$ cat config.mk
export PLATFORM = sky130hd
export DESIGN_NAME = subtrator_serial_ctrl_flat
export DESIGN_NICKNAME = d
export VERILOG_FILES = /design/src/rtl/subtrator_serial_ctrl_if.sv /design/src/rtl/subtrator_serial_ctrl.sv /design/src/flat_wrapper.sv
export SDC_FILE = /design/constraint.sdc
export NUM_CORES = 1
export LEC_CHECK = 0
export ABC_AREA = 1
export BUFFER_PORTS_ARGS = -buffer_cell sky130_fd_sc_hd__buf_4
export CAP_MARGIN = 20
export CORE_MARGIN = 2
export CORE_UTILIZATION = 40
export DETAILED_ROUTE_END_ITERATION = 10
export SYNTH_ARGS = -nofsm -noshare
export SYNTH_HDL_FRONTEND = slang
export SYNTH_SLANG_ARGS = --single-unit
$ cat constraint.sdc
create_clock -name clk -period 1.4 [get_ports clk]
set_input_delay 0.28 -clock clk [delete_from_list [all_inputs] [get_ports clk]]
set_output_delay 0.28 -clock clk [all_outputs]
set_load 0.05 [all_outputs]
$ cat src/rtl/subtrator_serial_ctrl_if.sv
// Handshake/bus bundle for the bit-serial subtractor controller.
// Optional ovf signal present only when SUB_OVF_EN is defined.
interface subtrator_serial_ctrl_if #(
   parameter int N = 8
);
   logic         start;
   logic [N-1:0] A;
   logic [N-1:0] B;
   logic         TE;
   logic         busy;
   logic         done;
   logic [N-1:0] R;
   logic         TS;
`ifdef SUB_OVF_EN
   logic         ovf;

   modport master (output start, A, B, TE, input busy, done, R, TS, ovf);
   modport slave  (input start, A, B, TE, output busy, done, R, TS, ovf);
`else
   modport master (output start, A, B, TE, input busy, done, R, TS);
   modport slave  (input start, A, B, TE, output busy, done, R, TS);
`endif
endinterface

$ cat src/rtl/subtrator_serial_ctrl.sv
// Bit-serial N-bit subtractor controller: one full-subtractor cell is
// stepped across latched operands LSB first, one bit per clock.
// Handshake: start (sampled in IDLE) / busy (SHIFT) / done (1-cycle pulse).
// Optional feature macro: SUB_OVF_EN adds a signed-overflow flag (bus.ovf).
module subtrator_serial_ctrl #(
   parameter  int N  = 8,
   localparam int CW = $clog2(N+1)
) (
   input  logic                    clk,
   input  logic                    rst_n,
   subtrator_serial_ctrl_if.slave  bus
);

   localparam logic [1:0] S_IDLE  = 2'd0;
   localparam logic [1:0] S_SHIFT = 2'd1;
   localparam logic [1:0] S_DONE  = 2'd2;

   logic [1:0]    state_q, state_d;
   logic [N-1:0]  ra_q, ra_d;      // minuend, shifted right each bit
   logic [N-1:0]  rb_q, rb_d;      // subtrahend, shifted right each bit
   logic [N-1:0]  rr_q, rr_d;      // result, assembled from the MSB down
   logic          bw_q, bw_d;      // running borrow
   logic [CW-1:0] cnt_q, cnt_d;    // bit index being processed
   logic [N-1:0]  r_q, r_d;        // published difference
   logic          ts_q, ts_d;      // published borrow-out
   logic          done_q, done_d;

   // Full-subtractor cell on the current LSBs.
   logic d_bit, bw_nxt;
   assign d_bit  = ra_q[0] ^ rb_q[0] ^ bw_q;
   assign bw_nxt = (~ra_q[0] & rb_q[0]) | (~(ra_q[0] ^ rb_q[0]) & bw_q);

`ifdef SUB_OVF_EN
   // Operand MSBs are shifted out of ra/rb, so keep copies for the sign test.
   logic a_msb_q, a_msb_d;
   logic b_msb_q, b_msb_d;
   logic ovf_q, ovf_d;
`endif

   // Next-state logic: accept in IDLE, step one bit per SHIFT cycle, publish in DONE.
   always_comb begin
      state_d = state_q;
      ra_d    = ra_q;
      rb_d    = rb_q;
      rr_d    = rr_q;
      bw_d    = bw_q;
      cnt_d   = cnt_q;
      r_d     = r_q;
      ts_d    = ts_q;
      done_d  = 1'b0;
`ifdef SUB_OVF_EN
      a_msb_d = a_msb_q;
      b_msb_d = b_msb_q;
      ovf_d   = ovf_q;
`endif
      case (state_q)
         S_IDLE: begin
            if (bus.start) begin
               ra_d    = bus.A;
               rb_d    = bus.B;
               bw_d    = bus.TE;
               rr_d    = '0;
               cnt_d   = '0;
               state_d = S_SHIFT;
`ifdef SUB_OVF_EN
               a_msb_d = bus.A[N-1];
               b_msb_d = bus.B[N-1];
`endif
            end
         end
         S_SHIFT: begin
            rr_d  = {d_bit, rr_q[N-1:1]};
            ra_d  = {1'b0, ra_q[N-1:1]};
            rb_d  = {1'b0, rb_q[N-1:1]};
            bw_d  = bw_nxt;
            cnt_d = cnt_q + CW'(1);
            if (cnt_q == CW'(N-1)) state_d = S_DONE;
         end
         S_DONE: begin
            r_d     = rr_q;
            ts_d    = bw_q;
            done_d  = 1'b1;
            state_d = S_IDLE;
`ifdef SUB_OVF_EN
            ovf_d   = (a_msb_q != b_msb_q) && (rr_q[N-1] != a_msb_q);
`endif
         end
         default: state_d = S_IDLE;
      endcase
   end

   // State and datapath registers; reset discards any operation in flight.
   always_ff @(posedge clk or negedge rst_n) begin
      if (!rst_n) begin
         state_q <= S_IDLE;
         ra_q    <= '0;
         rb_q    <= '0;
         rr_q    <= '0;
         bw_q    <= 1'b0;
         cnt_q   <= '0;
         r_q     <= '0;
         ts_q    <= 1'b0;
         done_q  <= 1'b0;
      end else begin
         state_q <= state_d;
         ra_q    <= ra_d;
         rb_q    <= rb_d;
         rr_q    <= rr_d;
         bw_q    <= bw_d;
         cnt_q   <= cnt_d;
         r_q     <= r_d;
         ts_q    <= ts_d;
         done_q  <= done_d;
      end
   end

`ifdef SUB_OVF_EN
   // Overflow flag and the latched operand signs it is derived from.
   always_ff @(posedge clk or negedge rst_n) begin
      if (!rst_n) begin
         a_msb_q <= 1'b0;
         b_msb_q <= 1'b0;
         ovf_q   <= 1'b0;
      end else begin
         a_msb_q <= a_msb_d;
         b_msb_q <= b_msb_d;
         ovf_q   <= ovf_d;
      end
   end

   assign bus.ovf = ovf_q;
`endif

   assign bus.busy = (state_q == S_SHIFT);
   assign bus.done = done_q;
   assign bus.R    = r_q;
   assign bus.TS   = ts_q;

endmodule
$ cat src/flat_wrapper.sv
// flat-port wrapper written by rule: the top's interface ports become plain ports
module subtrator_serial_ctrl_flat 
#(
   parameter  int N  = 8,
   localparam int CW = $clog2(N+1)
)
  (clk, rst_n, bus_start, bus_A, bus_B, bus_TE, bus_busy, bus_done, bus_R, bus_TS);
  subtrator_serial_ctrl_if #(.N(N)) bus_i ();
  input  logic clk;
  input  logic rst_n;
  input wire logic [$bits(bus_i.start)-1:0] bus_start;
  input wire logic [$bits(bus_i.A)-1:0] bus_A;
  input wire logic [$bits(bus_i.B)-1:0] bus_B;
  input wire logic [$bits(bus_i.TE)-1:0] bus_TE;
  output wire logic [$bits(bus_i.busy)-1:0] bus_busy;
  output wire logic [$bits(bus_i.done)-1:0] bus_done;
  output wire logic [$bits(bus_i.R)-1:0] bus_R;
  output wire logic [$bits(bus_i.TS)-1:0] bus_TS;
  assign bus_i.start = bus_start;
  assign bus_i.A = bus_A;
  assign bus_i.B = bus_B;
  assign bus_i.TE = bus_TE;
  assign bus_busy = bus_i.busy;
  assign bus_done = bus_i.done;
  assign bus_R = bus_i.R;
  assign bus_TS = bus_i.TS;
  subtrator_serial_ctrl #(.N(N)) u_core (.clk(clk), .rst_n(rst_n), .bus(bus_i));
endmodule
# Word-level counts from Yosys, hierarchy flattened
# Cells that the tools add are included.
# op_classes
addsub,1
n_eq_ne,5
mux,14
n_bitwise,7
reduce_logical,4
# ops
op,count
8-bit one-hot mux with 2 select lines,3
8-bit 2-to-1 mux,3
4-bit one-hot mux with 2 select lines,1
"4-bit by 1-bit adder with 4-bit output, second input constant",1
"4-bit by 3-bit == test with 1-bit output, second input constant",1
2-bit 2-to-1 mux,2
4-bit 2-to-1 mux,1
2-bit one-hot mux with 2 select lines,1
2-bit AND reduction,2
1-bit AND,2
"2-bit by 1-bit == test with 1-bit output, second input constant",1
"2-bit == test, second input constant",1
2-bit zero test,1
1-bit 2-to-1 mux,2
"2-bit by 1-bit inequality test with 1-bit output, second input constant",1
"2-bit inequality test, second input constant",1
1-bit NOT,2
1-bit one-hot mux with 2 select lines,1
2-bit nonzero test,1
1-bit bitwise XOR,2
1-bit bitwise OR,1
# totals
reg_bits,41
in_bits,20
output_inout_bits,11
elab_cells,40

# Depth between registers and ports, before layout
# depth
depth_word,5
ltp_mapped,6
depth_no_buf,5

# Worst setup path after synthesis
# No wires, ideal clock.
# synth_timing
path_type,register -> output
from,register u_core.state_q[0]
to,output bus_busy
arrival_time_ns,0.826
t_required_ns,1.120
slack_ns,0.294
stages_incl_launch_ff,4
cell_sequence,dfrtp_1 inv_2 nor2_2 buf_4
# synth_via
elab_chain_len,1
# synth_lines
item,line,source
start: declaration,subtrator_serial_ctrl.sv:18,"logic [1:0] state_q, state_d;"
start signal: assignment,subtrator_serial_ctrl.sv:105,state_q <= state_d;
2-bit by 1-bit == test with 1-bit output,subtrator_serial_ctrl.sv:134,assign bus.busy = (state_q == S_SHIFT);
end: declaration,flat_wrapper.sv:15,output wire logic [$bits(bus_i.busy)-1:0] bus_busy;
# Every way passes these cells.

# Final worst setup path
# layout_timing
from,register u_core.state_q[1]
to,output bus_busy
# Same word-level chain as after synthesis.

==> flow_metrics.tcl <==
set metrics [dict create \
    die_h_um 69.5 \
    hold_violations 0 \
    dr.pass1.iters 4 \
    synthCells 185 \
    maxCapViolations 0 \
    layout-drive-gt1-share_pct 23.0 \
    timing.critical_path.to_type "output port" \
    synth_async_sr_flop_share_pct 100 \
    timing.critical_path.required_ps 1120 \
    netlist_area_before_placement_um2 1720 \
    crit_buf_inv 1 \
    synth-warning-count 0 \
    wl_um 3390 \
    average_via_count_per_standard_cell 4.93 \
    globalRoute.totalOverflow 0 \
    vdd.ir_drop.worst_v 0.00108 \
    grt_pass1_wl_um 5730 \
    ctsLongestPathBuffers 2 \
    arrival_ps 1050 \
    multi_input_comb_area_um2 587 \
    diodes 0 \
    num-nets-final 243 \
    worst_setup_hold_path_clk_slew_ps 80 \
    detailedPlacementHpwl_um 2310 \
    final_max_slew_viol_count 0 \
    part_of_the_yosys_area_used_for_sequential_elements_pct 59.8 \
    grt_antenna_before_repair 0 \
    ys_top_cells_by_area "sky130_fd_sc_hd__dfrtp_1, sky130_fd_sc_hd__nand2_1, sky130_fd_sc_hd__nand3_1, sky130_fd_sc_hd__o21ai_0, sky130_fd_sc_hd__inv_1" \
    synthFlopType "sky130_fd_sc_hd__dfrtp_1" \
    worstSetupStartpointType "flop" \
    fill_cells 367 \
    numClockSinks 41 \
    synth.lib_cells_used.distinct 19 \
    setup_slack_ps 69.0 \
    post-place-ws_ps 257 \
    drc_errors 0 \
    dieWidth_um 69.5 \
    detail_route.iter0.violations 75 \
    setup.reg_to_reg.worst_slack_ps 200 \
    critical-path-top-delay-family "flip-flops" \
    rsz0062_at_grt "false" \
    yosys-top-cells-count "sky130_fd_sc_hd__nand2_1, sky130_fd_sc_hd__dfrtp_1, sky130_fd_sc_hd__nand3_1" \
    tns_ps 0 \
    port-buffer-count 30 \
    yosys.cell_count.top_type "sky130_fd_sc_hd__nand2_1" \
    rows 23 \
    setup_violations 0 \
    power.leakage_uw 0.00108 \
    area_delta_synth_final_pct 24.6 \
    synth_edf_count 0 \
    htree_levels 2 \
    clkLatencyLatePin_ps 290 \
    ordered_cell_list_for_the_critical_path "nor2_4 > buf_6" \
    max_clock_freq_mhz 751 \
    yosys.area.top_type "sky130_fd_sc_hd__dfrtp_1" \
    gpl.final_weighted_congestion 0.753 \
    grt_start_max_net_pins 42 \
    setup_skew_after_layout_ps 4.71 \
    final_cell_count_no_fill 272 \
    finalCriticalPeriod_ps 1330 \
    final_antenna_net_count 0 \
    cts-buffers-inserted 5 \
    yosys.area.top_type_share_pct 59.8 \
    power.density_nw_per_um2 2190 \
    die-area_um2 4830 \
    fin_util_pct 52.7 \
    placed_cells 262 \
    initial_cell_density_of_the_core_pct 42.3 \
    routedWlPerCell_um 12.5 \
    worst_slew_pin_slew_ps 517 \
    timing.slew.headroom_pct 65.5 \
    core_area_um2 4060 \
    storage_element_area_um2 1030 \
    setup.worst_path.class "reg -> out" \
    min-delay-path-class "in -> reg" \
    synthesis.nets 207 \
    postSynthRegisterBits 41 \
    cp_slowest_stage_delay_ps 430 \
    crit_path_top_delay_cell "sky130_fd_sc_hd__dfrtp_1" \
    status "completed" \
    first_global_vias 1305 \
    synthesis.area_per_instance_um2 9.28 \
    grt_use_total_pct 14.9 \
    via_count 1342 \
    critical_path.max_fanout 3 \
    boundaryPins 31 \
    min_period_over_period_pct 95.1 \
    clock_tree_from_tritoncts "done" \
    root_buffer "sky130_fd_sc_hd__clkbuf_8" \
]
-- kinds of logic (layout without fill, tap and decap cells) --
| group | after synthesis | in the layout | synth area share (%) |
|---|---|---|---|
| adders and majority gates | 2 | 2 | 1.89 |
| DFF | 41 | 41 | 59.8 |
| and+or+nand+nor | 97 | 97 | 25.1 |
| buffers and inverters | 24 | 61 | 6.34 |
| AOI/OAI and AO/OA | 20 | 20 | 6.34 |
| xor gates and xnor gates | 1 | 1 | 0.510 |
-- per-stage QoR --
stage | power (uW) | hold WS, ps | instance area [um2]
6_report | 4680 | 182 | 2140
5_1_grt | 5000 | 172 | 2140
4_1_cts | 4720 | 175 | 2130
3_5_place_dp | 3690 | 292 | 2000
3_3_place_gp | 3610 | 284 | 2000
2_1_floorplan | 3180 | -15.6 | 1720
-- metal layers --
layer  share of wire (%)  vias up  track usage, %
li1                    -      674               -
met1                  47      627            17.6
met2                  47       39            24.9
met3                 5.6        2            5.96
met4                0.18        0            4.79
met5                   0        -               0
-- cell type report --
| cell class | count | area share (%) |
|---|---|---|
| multi-input cells | 120 | 27.4 |
| inverters | 15 | 2.63 |
| well taps | 50 | 2.92 |
| repair buffers | 38 | 13.6 |
| flip-flops and latches | 41 | 48.0 |
| clock buffers | 7 | 4.04 |
| clock inverters | 1 | 1.40 |
-- flip-flops by register name (all words and copies together) (netlist names), 2 cells and up --
register        cells
u_core.ra_q         8
u_core.state_q      2
u_core.bus.R        8
u_core.rb_q         8
u_core.rr_q         8
u_core.cnt_q        4
-- worst register-to-register path, cell delays in order, from the launching register on --
cell	delay, ps
sky130_fd_sc_hd__dfrtp_1	400
sky130_fd_sc_hd__buf_4	150
sky130_fd_sc_hd__nand2_1	80
sky130_fd_sc_hd__buf_4	180
sky130_fd_sc_hd__nand2_2	130
sky130_fd_sc_hd__nand3_1	110
sky130_fd_sc_hd__nand2_1	50
-- placed cells by master (no fill, tap or decap) --
cell,instances
sky130_fd_sc_hd__inv_1,13
sky130_fd_sc_hd__buf_6,1
sky130_fd_sc_hd__inv_2,2
sky130_fd_sc_hd__dlygate4sd3_1,1
sky130_fd_sc_hd__clkbuf_8,6
sky130_fd_sc_hd__a21oi_1,1
sky130_fd_sc_hd__ha_1,1
sky130_fd_sc_hd__fa_1,1
sky130_fd_sc_hd__o21ai_0,10
sky130_fd_sc_hd__nor2_1,2
sky130_fd_sc_hd__nand3_1,38
sky130_fd_sc_hd__bufinv_16,1
sky130_fd_sc_hd__nor2_4,2
sky130_fd_sc_hd__nand2_1,51
sky130_fd_sc_hd__nand2_2,3
sky130_fd_sc_hd__dfrtp_1,41
sky130_fd_sc_hd__buf_4,36
sky130_fd_sc_hd__clkbuf_1,1
sky130_fd_sc_hd__o22ai_1,7
sky130_fd_sc_hd__xnor2_1,1
sky130_fd_sc_hd__o21ai_1,2
sky130_fd_sc_hd__nand4_1,1
-- power breakdown --
group | internal (uW) | leakage [uW] | switching [uW]
clock | 581 | 0.0000585 | 402
sequential | 1620 | 0.000537 | 241
combinational | 667 | 0.000489 | 1160
-- final timing paths --
kind,from,end,depth (start not counted)
setup / recovery,u_core.state_q[1]$_DFFE_PN0P_,bus_busy,2
hold / removal,bus_A[7],u_core.ra_q[7]$_DFFE_PN0P_,3
setup reg to reg,u_core.state_q[0]$_DFFE_PN0P_,u_core.bw_q$_DFFE_PN0P_,6
hold reg to reg,u_core.bus.R[4]$_DFFE_PN0P_,u_core.bus.R[4]$_DFFE_PN0P_,2
max in group asynchronous,rst_n,u_core.rb_q[4]$_DFFE_PN0P_,2
min in group asynchronous,rst_n,u_core.bus.R[3]$_DFFE_PN0P_,2
-- timing repair --
item,4_1_cts,5_1_grt
setup endpoints to repair,1,1
resized for setup,1,1
hold buffers,1,0
endpoints found under the hold margin,41,0
buffers inserted,1,0
No activity file was read; power rests on OpenSTA's default activity.
